[src/rtl/dwt_coef_fifo.sv]
// Coefficient buffer behind the recursive DWT core.
// It captures tagged H/L coefficients into a circular buffer and re-presents them
// on a valid/ready interface with a registered first-word-fall-through head.
// It also tracks frame boundaries and flags data loss, because the transform
// cannot be stalled.
module dwt_coef_fifo #(
  parameter int SIZE      = 32,
  parameter int DEPTH     = 16,
  parameter int LVL_W     = 2,
  parameter int FRAME_LEN = 64
) (
  input  logic                       clk,
  input  logic                       resetn,
  input  logic                       in_valid,
  input  logic                       in_hi,
  input  logic [LVL_W-1:0]           in_level,
  input  logic [SIZE-1:0]            in_data,
  output logic                       out_valid,
  input  logic                       out_ready,
  output logic [SIZE-1:0]            out_data,
  output logic                       out_hi,
  output logic [LVL_W-1:0]           out_level,
  output logic                       out_last,
  output logic [$clog2(DEPTH):0]     fill,
  output logic                       overflow,
  input  logic                       clear_ovf
);

  localparam int AW = $clog2(DEPTH);
  localparam int FW = AW + 1;
  localparam int CW = (FRAME_LEN > 1) ? $clog2(FRAME_LEN) : 1;
  localparam int WW = SIZE + LVL_W + 1;

  localparam logic [FW-1:0] FILL_ONE   = FW'(1);
  localparam logic [FW-1:0] FILL_FULL  = FW'(DEPTH);
  localparam logic [AW-1:0] PTR_ONE    = AW'(1);
  localparam logic [CW-1:0] CNT_ONE    = CW'(1);
  localparam logic [CW-1:0] FRAME_LAST = CW'(FRAME_LEN - 1);

  logic [WW-1:0] r_mem [DEPTH];
  logic [AW-1:0] r_wr_ptr;
  logic [AW-1:0] r_rd_ptr;
  logic [FW-1:0] r_fill;
  logic [CW-1:0] r_frame_cnt;
  logic          r_ovf;
  logic [WW-1:0] r_head;

  logic          w_full;
  logic          w_pop;
  logic          w_push;
  logic          w_drop;
  logic [WW-1:0] w_in_word;
  logic [AW-1:0] w_rd_nxt;
  logic [FW-1:0] w_fill_nxt;
  logic [FW-1:0] w_old_left;
  logic [WW-1:0] w_head_nxt;

  assign w_full    = (r_fill == FILL_FULL);
  assign out_valid = (r_fill != '0);
  assign w_pop     = out_valid && out_ready;
  assign w_push    = in_valid && (!w_full || w_pop);
  assign w_drop    = in_valid && w_full && !w_pop;
  assign w_in_word = {in_hi, in_level, in_data};
  assign w_rd_nxt  = w_pop ? (r_rd_ptr + PTR_ONE) : r_rd_ptr;
  // Entries already stored that survive this cycle's pop.
  assign w_old_left = w_pop ? (r_fill - FILL_ONE) : r_fill;

  assign out_data  = r_head[SIZE-1:0];
  assign out_level = r_head[SIZE +: LVL_W];
  assign out_hi    = r_head[WW-1];
  assign out_last  = out_valid && (r_frame_cnt == FRAME_LAST);
  assign fill      = r_fill;
  assign overflow  = r_ovf;

  // Occupancy after this cycle's push/pop.
  always_comb begin
    w_fill_nxt = r_fill;
    if (w_push && !w_pop) begin
      w_fill_nxt = r_fill + FILL_ONE;
    end else if (w_pop && !w_push) begin
      w_fill_nxt = r_fill - FILL_ONE;
    end
  end

  // Next head word: the oldest surviving entry, or the incoming word when nothing older remains.
  always_comb begin
    w_head_nxt = r_head;
    if (w_old_left != '0) begin
      w_head_nxt = r_mem[w_rd_nxt];
    end else if (w_push) begin
      w_head_nxt = w_in_word;
    end
  end

  // Buffer storage; contents need no reset.
  always_ff @(posedge clk) begin
    if (w_push) begin
      r_mem[r_wr_ptr] <= w_in_word;
    end
  end

  // Pointers, occupancy, registered head, frame position and sticky overflow.
  always_ff @(posedge clk or negedge resetn) begin
    if (!resetn) begin
      r_wr_ptr    <= '0;
      r_rd_ptr    <= '0;
      r_fill      <= '0;
      r_frame_cnt <= '0;
      r_ovf       <= 1'b0;
      r_head      <= '0;
    end else begin
      if (w_push) begin
        r_wr_ptr <= r_wr_ptr + PTR_ONE;
      end
      r_rd_ptr <= w_rd_nxt;
      r_fill   <= w_fill_nxt;
      r_head   <= w_head_nxt;
      if (w_pop) begin
        r_frame_cnt <= (r_frame_cnt == FRAME_LAST) ? '0 : (r_frame_cnt + CNT_ONE);
      end
      // A drop in the same cycle as a clear keeps the flag set.
      if (w_drop) begin
        r_ovf <= 1'b1;
      end else if (clear_ovf) begin
        r_ovf <= 1'b0;
      end
    end
  end

endmodule

[config.mk]
export PLATFORM = sky130hd
export DESIGN_NAME = dwt_coef_fifo
export DESIGN_NICKNAME = d
export VERILOG_FILES = /design/src/rtl/dwt_coef_fifo.sv
export SDC_FILE = /design/constraint.sdc
export NUM_CORES = 1
export LEC_CHECK = 0
export BUFFER_PORTS_ARGS = -buffer_cell sky130_fd_sc_hd__buf_2
export CAP_MARGIN = 20
export CORE_MARGIN = 4
export CORE_UTILIZATION = 60
export DETAILED_ROUTE_END_ITERATION = 12
export PLACE_DENSITY_LB_ADDON = 0.05
export SLEW_MARGIN = 20
export SYNTH_ARGS = -nofsm -noshare
export SYNTH_HDL_FRONTEND = slang
export SYNTH_SLANG_ARGS = --single-unit
[constraint.sdc]
create_clock -name clk -period 5.7 [get_ports clk]
set_input_delay 0.57 -clock clk [delete_from_list [all_inputs] [get_ports clk]]
set_output_delay 0.57 -clock clk [all_outputs]
set_load 0.05 [all_outputs]
# Word level (Yosys, flattened, before mapping)
# Memories as Yosys holds them, arrays and structs flattened.
# Cells that the tools add are included.
[totals]
regBits = 55
mem_bits_rw = 560
in_bits = 40
out_inout_bits = 43
word_cells = 41
memories = 1
[op_classes]
addsub = 5
n_eq_ne = 2
n_mux = 11
n_reduce_logical = 16
[mem_list]
columns = ["name", "depth", "width", "rd", "rd_ports_with_merged_regs", "wr", "line", "source"]
rows = [
  ["r_mem", 16, 35, 1, 0, 1, "40", "logic [WW-1:0] r_mem [DEPTH];"],
]
[ops]
columns = ["operator", "count"]
rows = [
  ["$mux W35", 2],
  ["$mux W5", 3],
  ["$reduce_bool A5 Y1", 2],
  ["$add A4 B1 Y4 const B", 2],
  ["$logic_and A1 B1 Y1", 7],
  ["$add A6 B1 Y6 const B", 1],
  ["$eq A6 B6 Y1 const B", 1],
  ["$mux W6", 1],
  ["$reduce_bool A2 Y1", 3],
  ["$add A5 B1 Y5 const B", 1],
  ["$eq A5 B5 Y1 const B", 1],
  ["$sub A5 B1 Y5 const B", 1],
  ["$mux W1", 4],
  ["$mux W4", 1],
  ["$logic_not A1 Y1", 3],
  ["$logic_or A1 B1 Y1", 1],
]

# Logic depth before layout (Yosys ltp)
[logic_depth]
ltp_word = 8
depth_mapped = 12
ltp_nobuf = 9

# Least setup slack after synthesis
# No wires, ideal clock.
[synth_timing]
path_kind = "reg2reg"
from = "register r_fill[0], in the netlist fill[0]"
to = "memory r_mem[3][0] in the netlist's numbering (enable)"
setup_time_ps = 471
t_arrival_ps = 4191
required_ps = 5229
setup_slack_ps = 1039
stages_incl_launch_ff = 8
n_path_buf = 0
period_less_slack_ps = 4661
cell_sequence = "dfrtp_1 > inv_1 > ha_1 > nand4_1 > nand2_1 > inv_2 > nand2_1 > nor3_1"
[synth_via]
elab_chain_len = 6
elab_cells_between_ends = 8
classes_between = "1 x eq/ne; 2 x mux; 5 x reduce/logical"
[synth_lines]
columns = ["item", "line", "source"]
rows = [
  ["from (decl)", "43", "logic [FW-1:0] r_fill;"],
  ["from (signal assigned)", "116", "r_fill <= w_fill_nxt;"],
  ["$eq A5 B5 Y1 / $reduce_bool A5 Y1 (equally long branches)", "58, 59", ""],
  ["$logic_not A1 Y1 / $logic_and A1 B1 Y1 (equally long branches)", "61, 60", ""],
  ["$logic_or A1 B1 Y1 (*)", "61", "assign w_push = in_valid && (!w_full || w_pop);"],
  ["$logic_and A1 B1 Y1 (*)", "61", ""],
  ["net w_push", "50", "logic w_push;"],
  ["$mux W1 (*)", "97", "if (w_push) begin"],
  ["$mux W1 (not written as such) (*)", "98", "r_mem[r_wr_ptr] <= w_in_word;"],
  ["to (decl)", "40", ""],
]
# Mark *: on every way through the listed nets, which the timed path passes. The rest lies on a longest branch.

# Worst setup path in the final report
[layout_timing]
from = "register r_fill[0], in the netlist fill[0]"
to = "register r_head[20]"
[layout_via]
elab_chain_len = 5
elab_cells_between_ends = 13
classes_between = "1 x add/sub; 1 x eq/ne; 3 x mux; 7 x reduce/logical; 1 x memory"
[layout_lines]
columns = ["item", "line", "source"]
rows = [
  ["$reduce_bool A5 Y1 / $eq A5 B5 Y1 (equally long branches)", "59, 58", ""],
  ["$logic_and A1 B1 Y1 / $logic_not A1 Y1 (equally long branches)", "60, 61", ""],
  ["$mux W4, or another cell as far along", "64", "assign w_rd_nxt = w_pop ? (r_rd_ptr + PTR_ONE) : r_rd_ptr;"],
  ["$mem_v2 Z16 W35, or another cell as far along", "-", ""],
  ["$mux W35 / $reduce_bool A2 Y1 (equally long branches)", "-", ""],
  ["to (signal assigned)", "117", "r_head <= w_head_nxt;"],
  ["to (decl)", "46", "logic [WW-1:0] r_head;"],
]
# Parallel ways exist; a longest one is shown, timed or not.
# A chain may end at the register's enable or synchronous reset.

==> results <==
- Counting flops with an async set or reset pin after synthesis yields a share of 8.94%.
- Setup repair after global routing left no endpoint under its margin.
- The worst endpoint required time is 6.17 ns.
- Entering global routing, the biggest net connects 107 pins.
- Pin placement for this block handled 83 I/O pins.
- The max-slew violation count is 0.
- The total negative slack is 0 ns.
- For this block, the routed nets add up to 71100 um of wire.
- Based on the critical path, the design can be clocked at up to 266 MHz.
- Counting every instance in the synthesized netlist gives 1629.
- The number of rows created at floorplan is 80.
- Of the available clock period, the critical path in the final layout requires 66.0%.
- The area of the placeable core is 47800 um2.
- On the worst path, the slowest cell contributes a delay of 0.71 ns.
- The worst hold-check slack is 0.117 ns.
- The number of antenna violations at the first check in global routing was 1.
- The residual overflow from global routing is 0.
- The signal on the critical path passes through inv_1, ha_1, nor4b_4, nor2_4, buf_4, o21ai_1, a21oi_4, buf_4, a211o_1, o221ai_1.
- After clock tree synthesis, the setup repair step added 0 buffers.
- Clock latency on the worst-skew pair, taken at its later pin, is 0.63 ns.
- In the final routed layout, each cell accounts on average for 30.2 um.
- The area of the mapped netlist is 29200 um2.
- The leakage component of the power is 11.3 nW.
- Buffers inserted during clock tree synthesis total 61.
- The number of enable flip-flop cells after synthesis is 560.
- The vertical die dimension is 228 um.
- The final number of setup-violating endpoints is 0.
- The first global-routing pass estimated 107000 um of wire.
- The critical setup path kind is reg2reg.
- The cell type of the slowest stage on the worst timing path is buf_4.
- The number of placed cells counting well taps is 2240.
- At the worst endpoint, the arrival time is 4.23 ns.
- CTS placed an instance of clkbuf_16 at the clock tree root.
- The synthesized area per cell is 17.9 um2.
- In the global route stage, overall resource usage came out at 27.3%.
- The sequential area share after synthesis is 62.4%.
- Max-cap violations in this run came to 0.
- Among all flip-flop cells after synthesis, the most frequent one is edfxtp_1.
- The first-iteration detailed-routing DRC count is 1639.
- The synthesized design contains 615 register bits.
- The number of distinct library cells after synthesis is 43.
- The first TritonRoute pass finished after 5 iterations.
- The synthesized netlist devotes 5.74% of its cell area to compound gates.
- The power after layout is 18.6 mW.
- The residual antenna-violating net count after detailed routing is 0.
- The number of diodes added for antenna fixing is 0.
- The path class of the lowest-slack min-delay path is in2async.
- The routability congestion estimate is 0.832.
- The register-to-register setup slack is 1.94 ns.
- The worst register-to-register path begins at fill[0]$_DFFE_PN0P_.
- STA classifies the critical path endpoint as a flip-flop.
- The via count of the first global-routing pass is 16700.
- The Yosys step of the flow raised 0 warnings.
- The clock period minus worst slack is 3.76 ns.
- The area used by multi-input combinational logic is 10500 um2.
- Between clock sinks in the finished design, the worst skew comes to 0.0140 ns.
- The xor/xnor cell area share of the yosys netlist is 0.541%.
- The initial standard-cell utilization of the core is 60.9%.
- The library cell used most frequently in the layout, excluding fill and tap cells, is edfxtp_1.
- In this run the worst path has a maximum fanout of 54.
- After Yosys synthesis, and, or, nand and nor cells account for 1.66% of the synthesized area.
- For the pin with the worst max-slew slack, the measured transition is 1.14 ns.
- The area added between synthesis and finish is 10.6%.
- The number of vias in the routed layout is 16400.
- Timing analysis after detailed placement gives a worst setup slack of 1.96 ns.
- The power density relative to cell area is 576 nW/um2.
- The sequential cell area is 18200 um2.
- Buffers inserted to repair hold after CTS numbered 0.
- The clock passes through at most 3 buffers.
- The quantity of gates resized following cts is 0.
- IR analysis of the VDD net gives a maximum drop of 643 uV.
- The slack of the critical path is 1.94 ns.
- The multiplexer fraction of the synthesized cell area is 27.1%.
- The full die area is 52200 um2.
- In the layout the commonest cells are 560 x edfxtp_1, 316 x mux2i_1, 206 x mux4_2.
- The CTS tree is yes.
- Clock-pin slew was measured on the worst setup and hold paths at 0.06 ns.
- The average via count per standard cell is 6.97.
- The wire-length estimate of the detail-placed layout is 40000 um.
- The post-route netlist has 25.8% of its cells at a drive strength greater than 1.
- The tree built by TritonCTS fans out to 615 sinks.
- The number of remaining DRC errors is 0.
- The count of H-tree levels built during CTS is 2.
- The final number of hold-violating endpoints is 0.
- The worst pin sits at a relative slew slack of 23.9%.
- The die width is 228 um.
- When the netlist entered floorplanning its net count stood at 1678.
- Counting stages on the worst path, the most repeated cell is buf_4.
- The main combinational cell family by area after synthesis is multiplexers.
- The final non-filler cell total is 2357.
- The launching element type of the critical path is a flip-flop.
- The worst register-to-register path has a depth of 10.
- The layout filler cell count is 3155.
- The flow ran to the end, and the final reports show no timing, DRC or antenna violations.
- The fraction of the mapped netlist area in adder cells is 0.386%.
- The count of buffers added on input and output ports is 82.
- In this run the critical register-to-register path is captured at r_head[20]$_DFFE_PN0P_.
- The number of nets in the layout is 1738.
[cell families (layout without fill, tap and decap cells)]
family	after synthesis	in the layout
AO/OA/AOI/OAI	226	226
XOR/XNOR	15	15
adder cells (fa/ha/maj)	9	9
buffers and inverters	138	251
flip-flops	615	615
multiplexers	526	526
AND/OR/NAND/NOR	100	100
[worst max-delay path: cells and delay by family (launching register included)]
kind            cells  cell delay, ns
buf+inv             3            1.25
compound gates      4            1.19
flops               1            0.51
simple gates        2            0.35
fa+ha+maj           1            0.27
[synthesized netlist by cell type, types with 2 or more instances]
cell | n | area (um2)
edfxtp_1 | 560 | 16800
mux2i_1 | 316 | 3160
mux4_2 | 206 | 4640
a21oi_1 | 74 | 370
clkbuf_1 | 71 | 267
nand2_1 | 59 | 221
dfrtp_1 | 55 | 1380
buf_2 | 39 | 195
a211o_1 | 35 | 307
a21o_1 | 35 | 263
a221o_1 | 35 | 350
o221ai_1 | 35 | 307
nor2_1 | 15 | 56.3
ha_1 | 9 | 113
buf_1 | 8 | 30.0
xnor2_1 | 8 | 70.1
buf_6 | 7 | 78.8
inv_1 | 7 | 26.3
nand4_1 | 5 | 31.3
xor2_1 | 5 | 43.8
mux4_1 | 4 | 105
nor3_1 | 4 | 20.0
o21ai_1 | 4 | 20.0
buf_4 | 3 | 22.5
inv_2 | 3 | 11.3
nand2b_1 | 3 | 18.8
nand3_1 | 3 | 15.0
and3_1 | 2 | 12.5
nor4_2 | 2 | 25.0
o21ai_0 | 2 | 10.0
o22ai_1 | 2 | 12.5
o31ai_1 | 2 | 15.0
[sequential cells by signal, indices dropped and copies added (netlist names)]
name         count
fill             5
r_rd_ptr         4
r_wr_ptr         4
r_head          35
r_frame_cnt      6
r_mem          560
overflow         1
[power breakdown]
part	total, mW	internal, mW	switching (mW)
clock network	3.89	2.24	1.66
logic	8.63	3.94	4.68
registers	6.07	5.57	0.499
[layer usage]
| metal | wire length, um | part of all wire, % | GRT usage, % | vias up |
|---|---|---|---|---|
| met5 | 12 | 0.017 | 0 | - |
| met1 | 30300 | 43 | 40.7 | 8773 |
| li1 | - | - | - | 6941 |
| met3 | 5320 | 7.5 | 5.11 | 82 |
| met2 | 34100 | 48 | 42.9 | 630 |
| met4 | 1320 | 1.9 | 6.18 | 2 |
[area by class of cell]
class / instances / share of cell area, %
sequential: 615 / 56.4
multi-input combinational: 876 / 32.6
clock buffer: 97 / 5.56
timing repair buffer: 125 / 2.46
tap: 615 / 2.39
clock inverter: 19 / 0.438
inverter: 10 / 0.132
[per-stage QoR]
| stage | util [%] | area (um2) |
|---|---|---|
| 6_report | 67.4 | 32300 |
| 3_3_place_gp | 63.3 | 30300 |
| 4_1_cts | 67.4 | 32200 |
| 3_5_place_dp | 63.3 | 30300 |
| 5_1_grt | 67.4 | 32300 |
| 2_1_floorplan | - | 29200 |
[worst max-delay path by stage]
stage	start	endpoint	slack [ns]	depth (start not counted)
6_report	fill[0]$_DFFE_PN0P_	r_head[20]$_DFFE_PN0P_	1.94	10
5_1_grt	fill[0]$_DFFE_PN0P_	r_head[33]$_DFFE_PN0P_	1.74	10
4_1_cts	fill[0]$_DFFE_PN0P_	r_head[31]$_DFFE_PN0P_	1.94	10
3_5_place_dp	fill[0]$_DFFE_PN0P_	r_head[33]$_DFFE_PN0P_	1.96	10
3_3_place_gp	fill[0]$_DFFE_PN0P_	r_head[26]$_DFFE_PN0P_	2.03	10
2_1_floorplan	fill[0]$_DFFE_PN0P_	r_mem[3][0]$_DFFE_PP_	1.04	7
(Power assumes the default switching activity.)
